**config.mk**
```make
export PLATFORM = sky130hd
export DESIGN_NAME = ser_byte_rx
export DESIGN_NICKNAME = d
export VERILOG_FILES = /design/src/rtl/ser_byte_rx.sv
export SDC_FILE = /design/constraint.sdc
export NUM_CORES = 1
export LEC_CHECK = 0
export ABC_CLOCK_PERIOD_IN_PS = 2900
export CORE_MARGIN = 2
export CORE_UTILIZATION = 25
export CTS_BUF_LIST = sky130_fd_sc_hd__clkbuf_2 sky130_fd_sc_hd__clkbuf_4 sky130_fd_sc_hd__clkbuf_8
export DETAILED_ROUTE_END_ITERATION = 10
export SLEW_MARGIN = 15
export SYNTH_ARGS = -nofsm -noshare
export SYNTH_HDL_FRONTEND = slang
export SYNTH_SLANG_ARGS = --single-unit
export TNS_END_PERCENT = 1
```
**constraint.sdc**
```tcl
create_clock -name clk -period 2.9 [get_ports clk]
set_clock_uncertainty 0.2 [all_clocks]
set_input_delay 0.87 -clock clk [delete_from_list [all_inputs] [get_ports clk]]
set_output_delay 0.87 -clock clk [all_outputs]
set_load 0.02 [all_outputs]
```
**src/rtl/ser_byte_rx.sv**
```systemverilog
// ser_byte_rx: serial-to-parallel word receiver with a small FWFT FIFO.
//
// Consumes one bit per cycle while bit_valid is high, assembles framed words
// of WIDTH bits (frame_start marks bit 0), and queues them for a parallel
// consumer. Overflow and framing faults are reported as sticky flags.
//
// Ports:
//   clk          system clock, rising edge
//   rst          synchronous active-high reset
//   serial_in    data bit, sampled when bit_valid=1
//   bit_valid    bit strobe
//   frame_start  current bit is bit 0 of a new word (qualified by bit_valid)
//   rd_en        pop head word (ignored while empty)
//   dout         FIFO head (fall-through), reads 0 while empty
//   empty/full   FIFO occupancy status
//   count        number of stored words
//   overflow     sticky: completed word dropped because FIFO was full
//   frame_err    sticky: partial frame aborted by an early frame_start
module ser_byte_rx #(
  parameter int WIDTH      = 8,
  parameter int MSB_FIRST  = 0,
  parameter int FIFO_DEPTH = 4
) (
  input  logic                          clk,
  input  logic                          rst,
  input  logic                          serial_in,
  input  logic                          bit_valid,
  input  logic                          frame_start,
  input  logic                          rd_en,
  output logic [WIDTH-1:0]              dout,
  output logic                          empty,
  output logic                          full,
  output logic [$clog2(FIFO_DEPTH):0]   count,
  output logic                          overflow,
  output logic                          frame_err
);

  localparam int CW   = (WIDTH > 1) ? $clog2(WIDTH) : 1;
  localparam int PW   = $clog2(FIFO_DEPTH);
  localparam int CNTW = PW + 1;
  localparam logic [CW-1:0] TOP = CW'(WIDTH - 1);

  typedef enum logic {IDLE, SHIFT} state_t;

  state_t            state;
  logic [CW-1:0]     bitcnt;
  logic [WIDTH-1:0]  shreg;
  logic [WIDTH-1:0]  mem [FIFO_DEPTH];
  logic [PW-1:0]     wr_ptr, rd_ptr;

  logic              first, mid, push, do_push, do_pop;
  logic [CW-1:0]     idx;
  logic [WIDTH-1:0]  word;

  // Next assembly value including the bit accepted this cycle; on the
  // completing edge this is exactly the word that goes into the FIFO.
  always_comb begin
    first = bit_valid && frame_start;
    mid   = bit_valid && !frame_start && (state == SHIFT);
    idx   = first ? '0 : bitcnt;
    if (MSB_FIRST != 0) idx = TOP - idx;
    word  = first ? '0 : shreg;
    if (first || mid) word[idx] = serial_in;
    push  = (first && (WIDTH == 1)) || (mid && (bitcnt == TOP));
  end

  // A full FIFO still accepts a word when the head is popped on the same edge.
  assign do_pop  = rd_en && !empty;
  assign do_push = push && (!full || do_pop);

  always_ff @(posedge clk) begin
    if (rst) begin
      state     <= IDLE;
      bitcnt    <= '0;
      shreg     <= '0;
      wr_ptr    <= '0;
      rd_ptr    <= '0;
      count     <= '0;
      overflow  <= 1'b0;
      frame_err <= 1'b0;
    end else begin
      if (first) begin
        if (state == SHIFT) frame_err <= 1'b1;
        shreg <= word;
        if (WIDTH == 1) begin
          state  <= IDLE;
          bitcnt <= '0;
        end else begin
          state  <= SHIFT;
          bitcnt <= CW'(1);
        end
      end else if (mid) begin
        shreg <= word;
        if (bitcnt == TOP) begin
          state  <= IDLE;
          bitcnt <= '0;
        end else begin
          bitcnt <= bitcnt + CW'(1);
        end
      end

      if (do_push) wr_ptr <= wr_ptr + PW'(1);
      if (do_pop)  rd_ptr <= rd_ptr + PW'(1);
      if (push && !do_push) overflow <= 1'b1;

      case ({do_push, do_pop})
        2'b10:   count <= count + CNTW'(1);
        2'b01:   count <= count - CNTW'(1);
        default: count <= count;
      endcase
    end
  end

  // Storage needs no reset; occupancy is tracked by the pointers and count.
  always_ff @(posedge clk) begin
    if (!rst && do_push) mem[wr_ptr] <= word;
  end

  assign empty = (count == '0);
  assign full  = (count == CNTW'(FIFO_DEPTH));
  assign dout  = empty ? '0 : mem[rd_ptr];

endmodule

```
==> flow_summary.yaml, run 1 <==
clock_tree:
  clock_sinks: 55
  cts.reportedPaths.clkPinSlew_ps: 100
  cts_tree: "yes"
  insertion_delay_ps: 310
  cts-buffers-inserted: 5
  clk_path_buf_depth: 2
  hold_buffers: 0
  post_cts_buffers: 0
  h-tree-depth: 2
  cts-root-buf: "clkbuf_8"
pwr:
  p_leak_uw: 0.001078
  netSwitchingFraction_pct: 22.05
  p_sw_uw: 286.0
  vdd_drop_max_v: 0.0001903
  seqPwrFrac_pct: 63.8
  p_per_area_nw_per_um2: 431.0
  power_frac_comb_pct: 3.7
  power_uw: 1297
  p_int_uw: 1011
  pwr-share-clk_pct: 32.5
sta:
  fin_setup_tns_ps: 0
  setup_viol: 0
  tightest_slew_ps: 378.0
  final_max_slew_viol_count: 0
  period_share_pct: 97.03
  fin_hold_ws_ps: 295.7
  finalCriticalPeriod_ps: 2814
  hold_viol: 0
  max-slew-margin-rel_pct: 74.77
  rsz0062_at_grt: "no"
  fmax_ghz: 0.3554
final_layout:
  nets: 242
  n_antenna_cell: 0
  postLayoutCellArea_um2: 3010
  postLayoutCoreUtil_pct: 32.27
  area_growth_pct: 23.89
  drive_gt1_share_pct: 18.70
yosys:
  synth_fp_nets: 209
  synth-seq-cells: 55
  yosysTopAreaCell: "edfxtp_1"
  synth-main-ff-cell: "edfxtp_1"
  ys_seq_area_share_pct: 58.50
  synthDistinctLibCells: 43
  syn_area_um2: 2430
  synth_top_area_share_pct: 39.55
  async_flop_share_pct: 0
  ys_warn_count: 0
  synth.avg_cell_area_um2: 12.40
  synth_cells: 196
  synth_edf_count: 32
  synth_area_leaders: "edfxtp_1 40%, dfxtp_1 19%, mux4_2 7.4%"
floorplanning:
  dieArea_um2: 10520
  die_width_um: 102.6
  core_um2: 9328
  rows: 35
  initial_utilization_pct: 26.05
  pin_count: 21
  die_h_um: 102.6
worst_hold_path:
  hp-class: "flip-flop to flip-flop"
  holdPathStages: 2
flow_run:
  maxCapViolations: 0
drt:
  drc: 0
  wl_per_cell_um: 12.12
  drt_pass1_iterations: 4
  antenna_left: 0
  drt_first_iter_violations: 74
  routed_wl_mm: 4.350
  viasPerCell: 4.201
  vias: 1508
placement:
  io_buffers: 20
  place_area_um2: 2928
  gp_congestion: 0.7643
  dp.final_hpwl_mm: 3.111
grt:
  grt_pass1_wl_mm: 7.196
  antenna_found_initial: 0
  grt_max_degree: 19
  first_global_vias: 1456
  track_usage_pct: 9.021
  grt_overflow: 0
critical_path:
  cp-start-kind: "flip-flop"
  slowest_delay_ps: 480
  rr_worst_depth: 8
  worst-setup-path-type: "flip-flop to primary output"
  endpoint_kind: "primary output"
  crit_arrival_ps: 1740
  critPathMaxFanout: 8
  cpMaxStageDelayCell: "mux4_2"
  required_ps: 1830
  crit_chain: "buf_12 > mux4_2 > and2_1 > dlygate4sd2_1"
status:
  status: "complete, no violations"
-- stage by stage --
step | setup slack (ps) | cells
2_1_floorplan | 352.3 | 196
3_3_place_gp | -43.93 | 351
3_5_place_dp | -75.51 | 351
4_1_cts | 19.52 | 359
5_1_grt | 1.152 | 359
6_report | 86.26 | 359
-- logic make-up after synthesis --
logic type	synth area share [%]
and+or+nand+nor	17.46
DFF	58.50
AOI/OAI and AO/OA	7.415
buffers and inverters	3.295
muxes	8.342
adders and majority gates	3.913
xor gates and xnor gates	1.082
-- layout make-up --
cell class                 instances  area [um2]
clock buffer                       5       68.82
multi-input combinational        123       928.4
clock inverter                     3       20.02
inverter                           7       26.28
sequential                        55        1423
timing repair buffer              37       382.9
fill                             950        6317
tap                              129       161.4
-- timing repair --
item                       4_1_cts  5_1_grt
setup endpoints to repair        9        7
gates cloned                     0        0
pin swaps                        0        0
gates resized for setup         10        8
-- per-layer routing --
| layer | global-route usage [%] | wire length [um] | vias to the layer above | share of wire (%) |
|---|---|---|---|---|
| met2 | 13.98 | 1985 | 24 | 46 |
| met3 | 2.441 | 157 | 4 | 3.6 |
| met4 | 3.385 | 51 | 0 | 1.2 |
| met1 | 12.11 | 2155 | 709 | 50 |
| met5 | 0 | 0 | - | 0 |
| li1 | - | - | 771 | - |
-- cells in the final DEF, fill, tap and decap left out, drive strengths merged, types with 2 or more instances in the layout --
cell / synthesis / layout
clkdlybuf4s50: 0 / 11
inv: 7 / 7
nand2: 10 / 10
dlygate4sd2: 0 / 2
clkbuf: 7 / 6
nor2b: 3 / 3
and2: 14 / 14
buf: 4 / 17
dfxtp: 23 / 23
nor4b: 2 / 2
edfxtp: 32 / 32
a21oi: 5 / 5
o211ai: 2 / 2
ha: 6 / 6
clkdlybuf4s15: 0 / 6
mux2: 2 / 2
and3b: 2 / 2
o21ai: 4 / 4
nand3: 5 / 5
mux4: 8 / 8
nor3b: 2 / 2
a22oi: 6 / 6
xor2: 2 / 2
clkinvlp: 0 / 2
nor2: 31 / 31
or3: 2 / 2
a31oi: 2 / 2
a32oi: 2 / 2
-- synth_stat cells, types with 2 or more instances --
master	instances
a21oi_1	5
a22oi_1	6
a31oi_1	2
a32oi_1	2
and2_1	14
and3b_1	2
buf_2	3
clkbuf_1	6
dfxtp_1	23
edfxtp_1	32
ha_1	6
inv_1	7
mux2_2	2
mux4_2	8
nand2_1	10
nand3_1	4
nor2_1	30
nor2b_1	3
nor3b_1	2
o211ai_1	2
o21ai_0	4
xor2_1	2
-- sequential cells by signal, summed over array words and instances, names as in the netlist, 2 cells and up, named ones only --
| signal | count |
|---|---|
| rd_ptr | 2 |
| shreg | 8 |
| bitcnt | 3 |
| mem | 32 |
| wr_ptr | 2 |
| count | 3 |
-- worst max-delay path: cells and delay by family, from the launching register on --
family | cells | cell delay, ps
buffers and inverters | 2 | 450
flip-flops | 1 | 350
multiplexers | 1 | 480
AND/OR/NAND/NOR | 1 | 160
-- final timing paths --
| kind | from | end | slack, ps |
|---|---|---|---|
| max | flip-flop | dout[3] | 90 |
| min | overflow$_SDFFE_PP0P_ | overflow$_SDFFE_PP0P_ | 300 |
| max reg2reg | bitcnt[1]$_SDFFE_PP0P_ | count[2]$_SDFFE_PP0P_ | 440 |
| min reg2reg | overflow$_SDFFE_PP0P_ | overflow$_SDFFE_PP0P_ | 300 |
-- power groups by stage --
| stage | Sequential, uW | Clock [uW] | Combinational (uW) |
|---|---|---|---|
| 6_report | 828 | 422 | 47.5 |
| 5_1_grt | 828 | 468 | 53.3 |
| 4_1_cts | 828 | 442 | 48.1 |
| 3_5_place_dp | 846 | 0 | 48.1 |
| 3_3_place_gp | 846 | 0 | 47.3 |
| 2_1_floorplan | 843 | 0 | 31.1 |
No activity file was read; power rests on OpenSTA's default activity.
==> run 2: changes to the inputs <==
- CORE_UTILIZATION: 25 -> 56
- PLACE_DENSITY: not set -> 0.78
==> run 2 against run 1 <==
Net effect: global-route usage grew 11 points; sequential cell count is the same; sequential power is essentially flat; critical path depth did not move; design area decreased by 3.7%; clock-buffer cell count rose by 1; core utilization grew 39 points; cell count is 23% lower; critical path type unchanged; largest cell class unchanged.
==> flow_summary.yaml, run 2 (synthesis results as in run 1) <==
status:
  status: "complete, no violations"
sta:
  setup_viol: 0
  final_max_slew_viol_count: 0
  period_share_pct: 96.80
  rsz0062_at_grt: "no"
  hold_viol: 0
  tightest_slew_ps: 406.4
  max-slew-margin-rel_pct: 72.87
  worst_slack_ps: 92.94
  finalCriticalPeriod_ps: 2807
  fin_setup_tns_ps: 0
  fmax_ghz: 0.3562
drt:
  routed_wl_mm: 4.345
  vias: 1587
  dr_wl_met2_mm: 2.295
  wl_met1_mm: 1.830
  highest_layer: "met4"
  wl_per_cell_um: 15.80
  viasPerCell: 5.771
  drt_pass1_iterations: 4
  drc: 0
  met3_length_um: 173
  antenna_left: 0
  drt_first_iter_violations: 82
clock_tree:
  cts.reportedPaths.clkPinSlew_ps: 90
  insertion_delay_ps: 300
  cts-buffers-inserted: 5
  cts_tree: "yes"
  h-tree-depth: 2
  hold_buffers: 0
  clock_sinks: 55
  post_cts_buffers: 0
  clk_path_buf_depth: 2
  cts-root-buf: "clkbuf_8"
final_layout:
  drive_gt1_share_pct: 16.44
  fillerInstances: 294
  final_common_cell: "edfxtp_1"
  regArea_um2: 1423
  multi_input_area_um2: 928.4
  largest_reg_flops: 32
  postLayoutCellArea_um2: 2899
  nets: 237
  area_growth_pct: 19.31
  n_antenna_cell: 0
  top_register: "mem"
  mostFrequentLayoutCells: "32 x edfxtp_1, 30 x nor2_1, 22 x dfxtp_1"
  top_regs: "mem x32, shreg x8"
critical_path:
  r2r-start: "bitcnt[1]$_SDFFE_PP0P_"
  reg2reg_to: "count[2]$_SDFFE_PP0P_"
  cpMaxStageDelayCell: "mux4_2"
  crit_cells: 4
  rr_worst_depth: 8
  crit_family: "multiplexers"
  crit_buf_inv: 2
  critPathMaxFanout: 8
  worst-setup-path-type: "flip-flop to primary output"
  slowest_delay_ps: 480
  cp-start-kind: "flip-flop"
  reg2reg_setup_slack_ps: 380
  endpoint_kind: "primary output"
  crit_arrival_ps: 1740
  required_ps: 1830
  endpoint: "dout[2]"
  crit_chain: "buf_12 > mux4_2 > and2_1 > dlygate4sd2_1"
worst_hold_path:
  hp-class: "flip-flop to flip-flop"
  min_from: "frame_err$_SDFFE_PP0P_"
placement:
  place_area_um2: 2791
  dp.final_hpwl_mm: 3.208
  place_ws_ps: -132.8
  gp_congestion: 0.7615
  io_buffers: 20
pwr:
  p_per_area_nw_per_um2: 473.7
  power_uw: 1373
  p_leak_uw: 0.001080
  vdd_drop_max_v: 0.0003232
grt:
  grt_max_degree: 19
  grt_pass1_wl_mm: 7.507
  grt_overflow: 0
  track_usage_pct: 19.66
  first_global_vias: 1571
  antenna_found_initial: 0
floorplanning:
  initial_utilization_pct: 59.46
  dieArea_um2: 4882
  die_h_um: 69.87
  pin_count: 21
  rows: 23
  die_width_um: 69.87
  core_um2: 4086
flow_run:
  maxCapViolations: 0
==> run 2: cell types whose count changed in the layout (fill, tap and decap cells not counted), sizes merged <==
cell and change:
bufinv +1, clkinv -1, dlygate4sd2 +4, buf -5, clkdlybuf4s15 -3, clkinvlp -1
==> run 2: stage by stage <==
stage | std cells | utilization (%) | hold WS [ps]
floorplan | 196 | - | 247.4
global placement | 267 | 68.31 | 254.5
detailed placement | 267 | 68.31 | 264.4
CTS | 275 | 70.82 | 291.6
global route | 275 | 70.94 | 335.8
finish | 275 | 70.94 | 286.3
==> run 2: where the power goes <==
part,leakage [uW],switching (uW),internal [uW]
combinational,0.000530,26.6,21.2
clock,0.0000548,231,267
sequential,0.000496,5.99,821
==> run 2: worst min-delay path, cell delays in order (launching register included) <==
cell,delay (ps)
dfxtp_1,340
a21oi_1,50
nor2_1,70
==> run 2: metal layers <==
| metal | track usage, % | vias up |
|---|---|---|
| li1 | - | 766 |
| met3 | 4.040 | 7 |
| met5 | 0 | - |
| met2 | 35.24 | 43 |
| met1 | 24.49 | 771 |
| met4 | 4.487 | 0 |
==> run 2: worst min-delay path by stage <==
stage | depth (start not counted) | endpoint
2_1_floorplan | 2 | shreg[0]$_SDFFE_PP0N_
3_3_place_gp | 2 | frame_err$_SDFFE_PP0P_
3_5_place_dp | 2 | frame_err$_SDFFE_PP0P_
4_1_cts | 2 | frame_err$_SDFFE_PP0P_
5_1_grt | 2 | frame_err$_SDFFE_PP0P_
6_report | 2 | frame_err$_SDFFE_PP0P_
==> run 2: final cells by class <==
type | instances | area share (%)
Timing Repair Buffer | 32 | 11.91
Clock inverter | 2 | 1.295
Clock buffer | 6 | 2.633
Multi-Input combinational cell | 123 | 32.02
Inverter | 7 | 0.9063
Tap cell | 50 | 2.158
Sequential cell | 55 | 49.07
==> run 2: timing repair <==
item | CTS | global route
hold endpoints to repair | 0 | 0
setup endpoints to repair | 9 | 5
pin swaps | 0 | 0
resized for setup | 9 | 4
